[config.mk]
export PLATFORM = sky130hd
export DESIGN_NAME = instr_fetch
export DESIGN_NICKNAME = d
export VERILOG_FILES = /design/src/rtl/instr_fetch_pkg.sv /design/src/rtl/fetch_fifo.sv /design/src/rtl/instr_fetch.sv
export SDC_FILE = /design/constraint.sdc
export NUM_CORES = 1
export LEC_CHECK = 0
export ABC_AREA = 1
export BUFFER_PORTS_ARGS = -buffer_cell sky130_fd_sc_hd__buf_2
export CAP_MARGIN = 20
export CELL_PAD_IN_SITES_DETAIL_PLACEMENT = 1
export CELL_PAD_IN_SITES_GLOBAL_PLACEMENT = 1
export CORE_MARGIN = 5
export CORE_UTILIZATION = 44
export DETAILED_ROUTE_END_ITERATION = 10
export PLACE_DENSITY_LB_ADDON = 0.1
export SYNTH_ARGS = -nofsm -noshare
export SYNTH_HDL_FRONTEND = slang
export SYNTH_SLANG_ARGS = --single-unit
[constraint.sdc]
create_clock -name clk -period 4.4 [get_ports clk]
set_input_delay 1.32 -clock clk [delete_from_list [all_inputs] [get_ports clk]]
set_output_delay 1.32 -clock clk [all_outputs]
set_load 0.01 [all_outputs]
[src/rtl/instr_fetch_pkg.sv]
// Shared types and constants for the instruction-fetch stage.
package instr_fetch_pkg;

  localparam int unsigned INSTR_W = 32;
  localparam logic [31:0] RESET_PC_DEFAULT = 32'h0000_0000;
  localparam logic [INSTR_W-1:0] NOP_INSTR = 32'h0000_0013;

  typedef enum logic {
    S_RUN   = 1'b0,
    S_DRAIN = 1'b1
  } fetch_state_t;

  typedef struct packed {
    logic [31:0]        pc;
    logic [INSTR_W-1:0] instr;
  } fetch_entry_t;

  function automatic logic [31:0] align_pc(input logic [31:0] pc);
    return {pc[31:2], 2'b00};
  endfunction

endpackage

[src/rtl/fetch_fifo.sv]
// Prefetch FIFO of {pc, instr} entries; storage is register based so the
// head is presented straight from a flop.
module fetch_fifo import instr_fetch_pkg::*; #(
  parameter  int unsigned DEPTH = 2,
  localparam int unsigned PW    = $clog2(DEPTH),
  localparam int unsigned CW    = $clog2(DEPTH) + 1
) (
  input  logic         clk,
  input  logic         rst_n,
  input  logic         i_push,
  input  logic         i_pop,
  input  logic         i_flush,
  input  fetch_entry_t i_data,
  output fetch_entry_t o_head,
  output logic         o_full,
  output logic         o_empty,
  output logic [CW-1:0] o_count
);

  fetch_entry_t  r_mem [DEPTH];
  logic [PW-1:0] r_wr_ptr;
  logic [PW-1:0] r_rd_ptr;
  logic [CW-1:0] r_count;
  logic          w_pop;

  assign w_pop = i_pop && (r_count != '0);

  // Flush wins over push/pop; pointers wrap naturally since DEPTH is 2^PW.
  always_ff @(posedge clk or negedge rst_n) begin
    if (!rst_n) begin
      for (int i = 0; i < int'(DEPTH); i++) r_mem[i] <= '0;
      r_wr_ptr <= '0;
      r_rd_ptr <= '0;
      r_count  <= '0;
    end else if (i_flush) begin
      r_wr_ptr <= '0;
      r_rd_ptr <= '0;
      r_count  <= '0;
    end else begin
      if (i_push) begin
        r_mem[r_wr_ptr] <= i_data;
        r_wr_ptr        <= r_wr_ptr + 1'b1;
      end
      if (w_pop) r_rd_ptr <= r_rd_ptr + 1'b1;
      if (i_push && !w_pop)      r_count <= r_count + 1'b1;
      else if (!i_push && w_pop) r_count <= r_count - 1'b1;
    end
  end

  assign o_head  = r_mem[r_rd_ptr];
  assign o_full  = (r_count == CW'(DEPTH));
  assign o_empty = (r_count == '0);
  assign o_count = r_count;

  a_no_push_when_full: assert property (@(posedge clk) disable iff (!rst_n)
    (i_push && !i_flush) |-> !o_full);

endmodule

[src/rtl/instr_fetch.sv]
// Fetch stage: owns the fetch PC, issues one outstanding imem request at a
// time, buffers returned words and handles redirects (with a drain state).
module instr_fetch import instr_fetch_pkg::*; #(
  parameter  logic [31:0] RESET_PC   = RESET_PC_DEFAULT,
  parameter  int unsigned FIFO_DEPTH = 2,
  localparam int unsigned CW         = $clog2(FIFO_DEPTH) + 1
) (
  input  logic               clk,
  input  logic               rst_n,
  input  logic               redirect_i,
  input  logic [31:0]        redirect_pc_i,
  output logic               imem_req_o,
  output logic [31:0]        imem_addr_o,
  input  logic               imem_ack_i,
  input  logic [INSTR_W-1:0] imem_rdata_i,
  output logic               instr_valid_o,
  output logic [INSTR_W-1:0] instr_o,
  output logic [31:0]        instr_pc_o,
  input  logic               instr_ready_i,
  output fetch_state_t       dbg_state_o,
  output logic [CW-1:0]      dbg_count_o
);

  // Handshakes: imem transfers when req && ack in the same cycle, and req/addr
  // stay frozen while req is high without ack. Downstream transfers when
  // instr_valid_o && instr_ready_i; valid never depends on ready.

  fetch_state_t r_state;
  logic [31:0]  r_fpc;
  logic [31:0]  r_tgt;
  logic         r_pend;
  logic         r_started;

  logic          w_req;
  logic          w_ack;
  logic          w_push;
  logic          w_pop;
  logic          w_full;
  logic          w_empty;
  logic [CW-1:0] w_count;
  logic [31:0]   w_redir_pc;
  fetch_entry_t  w_wdata;
  fetch_entry_t  w_head;

  assign w_redir_pc = align_pc(redirect_pc_i);

  // r_pend keeps an un-acked request alive across redirects (no abort).
  assign w_req  = r_started && (r_pend || ((r_state == S_RUN) && !w_full && !redirect_i));
  assign w_ack  = w_req && imem_ack_i;
  assign w_push = w_ack && (r_state == S_RUN) && !redirect_i;
  assign w_pop  = instr_valid_o && instr_ready_i && !redirect_i;
  assign w_wdata = {r_fpc, imem_rdata_i};

  always_ff @(posedge clk or negedge rst_n) begin
    if (!rst_n) begin
      r_state   <= S_RUN;
      r_fpc     <= RESET_PC;
      r_tgt     <= '0;
      r_pend    <= 1'b0;
      r_started <= 1'b0;
    end else begin
      r_started <= 1'b1;
      r_pend    <= w_req && !imem_ack_i;
      case (r_state)
        S_RUN: begin
          if (redirect_i) begin
            if (w_req && !imem_ack_i) begin
              r_state <= S_DRAIN;
              r_tgt   <= w_redir_pc;
            end else begin
              r_fpc <= w_redir_pc;
            end
          end else if (w_ack) begin
            r_fpc <= r_fpc + 32'd4;
          end
        end
        S_DRAIN: begin
          // The old request completes; its data is dropped and the latest target wins.
          if (w_ack) begin
            r_fpc   <= redirect_i ? w_redir_pc : r_tgt;
            r_state <= S_RUN;
          end else if (redirect_i) begin
            r_tgt <= w_redir_pc;
          end
        end
        default: r_state <= S_RUN;
      endcase
    end
  end

  fetch_fifo #(.DEPTH(FIFO_DEPTH)) u_fifo (
    .clk     (clk),
    .rst_n   (rst_n),
    .i_push  (w_push),
    .i_pop   (w_pop),
    .i_flush (redirect_i),
    .i_data  (w_wdata),
    .o_head  (w_head),
    .o_full  (w_full),
    .o_empty (w_empty),
    .o_count (w_count)
  );

  assign imem_req_o    = w_req;
  assign imem_addr_o   = r_fpc;
  assign instr_valid_o = !w_empty;
  assign instr_o       = w_head.instr;
  assign instr_pc_o    = w_head.pc;
  assign dbg_state_o   = r_state;
  assign dbg_count_o   = w_count;

endmodule

==> impl_metrics.json <==
{
  "cp_top_family": "buffers and inverters",
  "die_area_um2": 25400,
  "r2r_slack_ns": 2.08,
  "postCtsSetupBuffers": 0,
  "grt_start_max_net_pins": 129,
  "tritoncts_num_sinks": 199,
  "finish.net_count": 1503,
  "ys_ff_latch": 199,
  "insertedDiodeCount": 0,
  "rsz0062_at_grt": "no",
  "setup_tns_ns": 0,
  "final_common_cell": "sky130_fd_sc_hd__nand2_1",
  "synth_seq_area_share": 0.508,
  "ir_drop_worst_case_vdd_mv": 0.302,
  "critPathBufInv": 3,
  "hold_buffers": 0,
  "dieWidth_um": 159,
  "synthesis.area_um2": 9800,
  "worstPathCellList": "buf_2 > nor2_4 > nand2_2 > nand2_4 > nand2_4 > inv_1 > buf_2",
  "timing.final.setup_violations": 0,
  "cpPeakStageDelay_ns": 0.36,
  "route.detailed.vias_per_inst": 5.10,
  "synth_cells": 1296,
  "synth_largest_type_area_fraction": 0.508,
  "routabilityCongestion": 0.850,
  "status": "finished clean",
  "setup.worst_path.class": "input pin to primary output",
  "drive_gt1_frac": 0.173,
  "path_category_of_the_worst_min_delay_check": "flip-flop to flip-flop",
  "drt_drc_violations_left": 0,
  "worstMarginPinSlew_ns": 0.796,
  "cp-start-kind": "input pin",
  "syn-mean-instance-area_um2": 7.57,
  "cts_root_buffer": "sky130_fd_sc_hd__clkbuf_16",
  "timing_hold_violations_final": 0,
  "crit_path_end_kind": "primary output",
  "fp-row-count": 54,
  "fin_total_pwr_w": 0.00734,
  "netlist.top_cell.by_area": "sky130_fd_sc_hd__dfrtp_1",
  "postRouteAntennaNets": 0,
  "synthesis.nets": 1366,
  "ctsHtreeMaxLevel": 4,
  "chipHeight_um": 159,
  "yosys_warnings": 0,
  "drt_first_pass_iters": 5,
  "starting_utilization_of_the_core_area": 0.448,
  "cap_violations": 0,
  "slew_headroom": 0.469,
  "synth_cell_types": 34,
  "hold_path.startpoint": "r_tgt[2]",
  "worstPathRequired_ns": 3.08,
  "floorplan.core_area_um2": 21900,
  "finalCriticalPeriod_ns": 3.50,
  "grt_pass1_vias": 9252,
  "clk_pin_slew_worst_paths_ns": 0.07,
  "dpl.hpwl_um": 19900,
  "avgRoutedWirePerCell_um": 16.8,
  "layout.filler_cells": 2840,
  "fin_crit_sh": 0.797,
  "static_leakage_nw": 6.08,
  "port_buffer_count": 167,
  "arrival_time_reported_for_the_critical_path_endpoint_ns": 2.18,
  "fin_util": 0.520,
  "tritoncts_clock_tree": "yes",
  "regToRegStartpoint": "imem_addr_o[2]",
  "cts_buffers": 17,
  "postRouteWirelength_um": 28900,
  "antenna_violations_before_repair": 0,
  "ios": 170,
  "via_count": 8811,
  "place.detailed.instances": 1694,
  "max_freq_mhz": 285,
  "post_cts_resize_count": 0,
  "powerDensity_nw_per_um2": 645,
  "critPathLaunch": "redirect_i",
  "syn2layout_area_growth_pct": 16.0,
  "crit_path_top_delay_cell": "sky130_fd_sc_hd__buf_2",
  "cts_buffer_depth": 2,
  "drtIter0Drc": 603,
  "path_max_fanout": 18,
  "pre_cts_ws_ns": 0.904,
  "most-common-layout-cells": "sky130_fd_sc_hd__nand2_1 (538), sky130_fd_sc_hd__dfrtp_1 (198), sky130_fd_sc_hd__buf_2 (166), sky130_fd_sc_hd__o21ai_1 (121), sky130_fd_sc_hd__inv_1 (104)",
  "grt_overflow_total": 0,
  "wire_length_of_the_first_global_routing_pass_um": 48000,
  "skew_ns": 0.0179,
  "grt_use_total": 0.228,
  "insertion_delay_ns": 0.43,
  "stdcell_count": 1726,
  "report.final.slew_viol_count": 0,
  "yosys-top-cells-area": "sky130_fd_sc_hd__dfrtp_1 (51%), sky130_fd_sc_hd__nand2_1 (21%), sky130_fd_sc_hd__o21ai_1 (6.2%), sky130_fd_sc_hd__inv_1 (4.0%), sky130_fd_sc_hd__nand3_1 (3.3%)",
  "fin_ws_ns": 0.895
}
==> per-stage QoR <==
step           hold WS, ns  area, µm²
6_report             0.478      11400
2_1_floorplan        0.437       9800
3_3_place_gp         0.453      10800
4_1_cts              0.478      11400
5_1_grt              0.506      11400
3_5_place_dp         0.458      10800
==> state kept, by name, summed over array words and instances, names as in the netlist <==
register,count
u_fifo.o_count,2
u_fifo.r_mem,128
r_tgt,32
u_fifo.r_wr_ptr,1
dbg_state_o,1
r_pend,1
imem_addr_o,32
u_fifo.r_rd_ptr,1
r_started,1
==> cells by family after synthesis <==
family,synth area share
and+or+nand+nor,0.294
AOI/OAI and AO/OA,0.113
DFF,0.508
buffers and inverters,0.0821
xor gates and xnor gates,0.00179
adders and majority gates,0.00128
other,0.000382
==> cell usage after synthesis <==
cell and number:
sky130_fd_sc_hd__nand3b_1 1, sky130_fd_sc_hd__buf_2 23, sky130_fd_sc_hd__nor3_1 3, sky130_fd_sc_hd__buf_6 11, sky130_fd_sc_hd__o2111ai_1 1, sky130_fd_sc_hd__buf_4 8
sky130_fd_sc_hd__buf_1 6, sky130_fd_sc_hd__ha_1 1, sky130_fd_sc_hd__a221oi_1 1, sky130_fd_sc_hd__a21oi_2 4, sky130_fd_sc_hd__inv_1 105, sky130_fd_sc_hd__clkbuf_2 1
sky130_fd_sc_hd__nor2_2 4, sky130_fd_sc_hd__nand3_1 65, sky130_fd_sc_hd__nand2_4 3, sky130_fd_sc_hd__nand2_2 5, sky130_fd_sc_hd__inv_2 4, sky130_fd_sc_hd__nor2_4 1
sky130_fd_sc_hd__o211ai_1 6, sky130_fd_sc_hd__nor2_1 84, sky130_fd_sc_hd__a22o_1 3, sky130_fd_sc_hd__dfrtp_1 199, sky130_fd_sc_hd__nand2_1 538, sky130_fd_sc_hd__inv_4 2
sky130_fd_sc_hd__xor2_1 2, sky130_fd_sc_hd__o21ai_2 9, sky130_fd_sc_hd__nand3_4 2, sky130_fd_sc_hd__o21ai_0 49, sky130_fd_sc_hd__conb_1 1, sky130_fd_sc_hd__a21oi_1 11
sky130_fd_sc_hd__nand4_1 6, sky130_fd_sc_hd__o21ai_1 121, sky130_fd_sc_hd__nand4_4 1, sky130_fd_sc_hd__clkbuf_1 15
==> final cells by class <==
class,count,area (µm²),area share
tap,280,350,0.0308
multi-input combinational,922,4030,0.354
inverter,111,422,0.0371
clock buffer,19,443,0.0389
timing repair buffer,182,1020,0.0896
clock inverter,13,131,0.0115
sequential,199,4980,0.438
==> worst reg2reg max path: stages, from the launching register on <==
cell                      delay, ns
sky130_fd_sc_hd__dfrtp_1       0.63
sky130_fd_sc_hd__ha_1          0.35
sky130_fd_sc_hd__nand2_1       0.16
sky130_fd_sc_hd__nor2_1        0.34
sky130_fd_sc_hd__nand2_1       0.12
sky130_fd_sc_hd__inv_1         0.18
sky130_fd_sc_hd__nand3_1       0.12
sky130_fd_sc_hd__nor2_1        0.12
sky130_fd_sc_hd__nand2_1       0.06
sky130_fd_sc_hd__nand3_1       0.06
sky130_fd_sc_hd__nand2_1       0.06
==> layer usage <==
metal  GRT usage  routed length, µm  vias up
met1       0.311              13300     4225
met3      0.0440               1200       37
li1            -                  -     4345
met2       0.378              13900      204
met4      0.0578                542        0
met5           0                  0        -
==> power breakdown <==
group / internal (W) / switching [W]
logic: 0.000961 / 0.00175
clock network: 0.000815 / 0.000741
registers: 0.00250 / 0.000577
total: 0.00427 / 0.00307
==> final timing paths <==
check	to	cells after the start
worst max-delay path	imem_req_o	7
min in group asynchronous	r_tgt[3]	1
max in group asynchronous	u_fifo.r_mem[10]	2
worst max register to register	imem_addr_o[22]	10
worst min-delay path	r_tgt[2]	2
worst min register to register	r_tgt[2]	2
No activity file was read; power rests on OpenSTA's default activity.
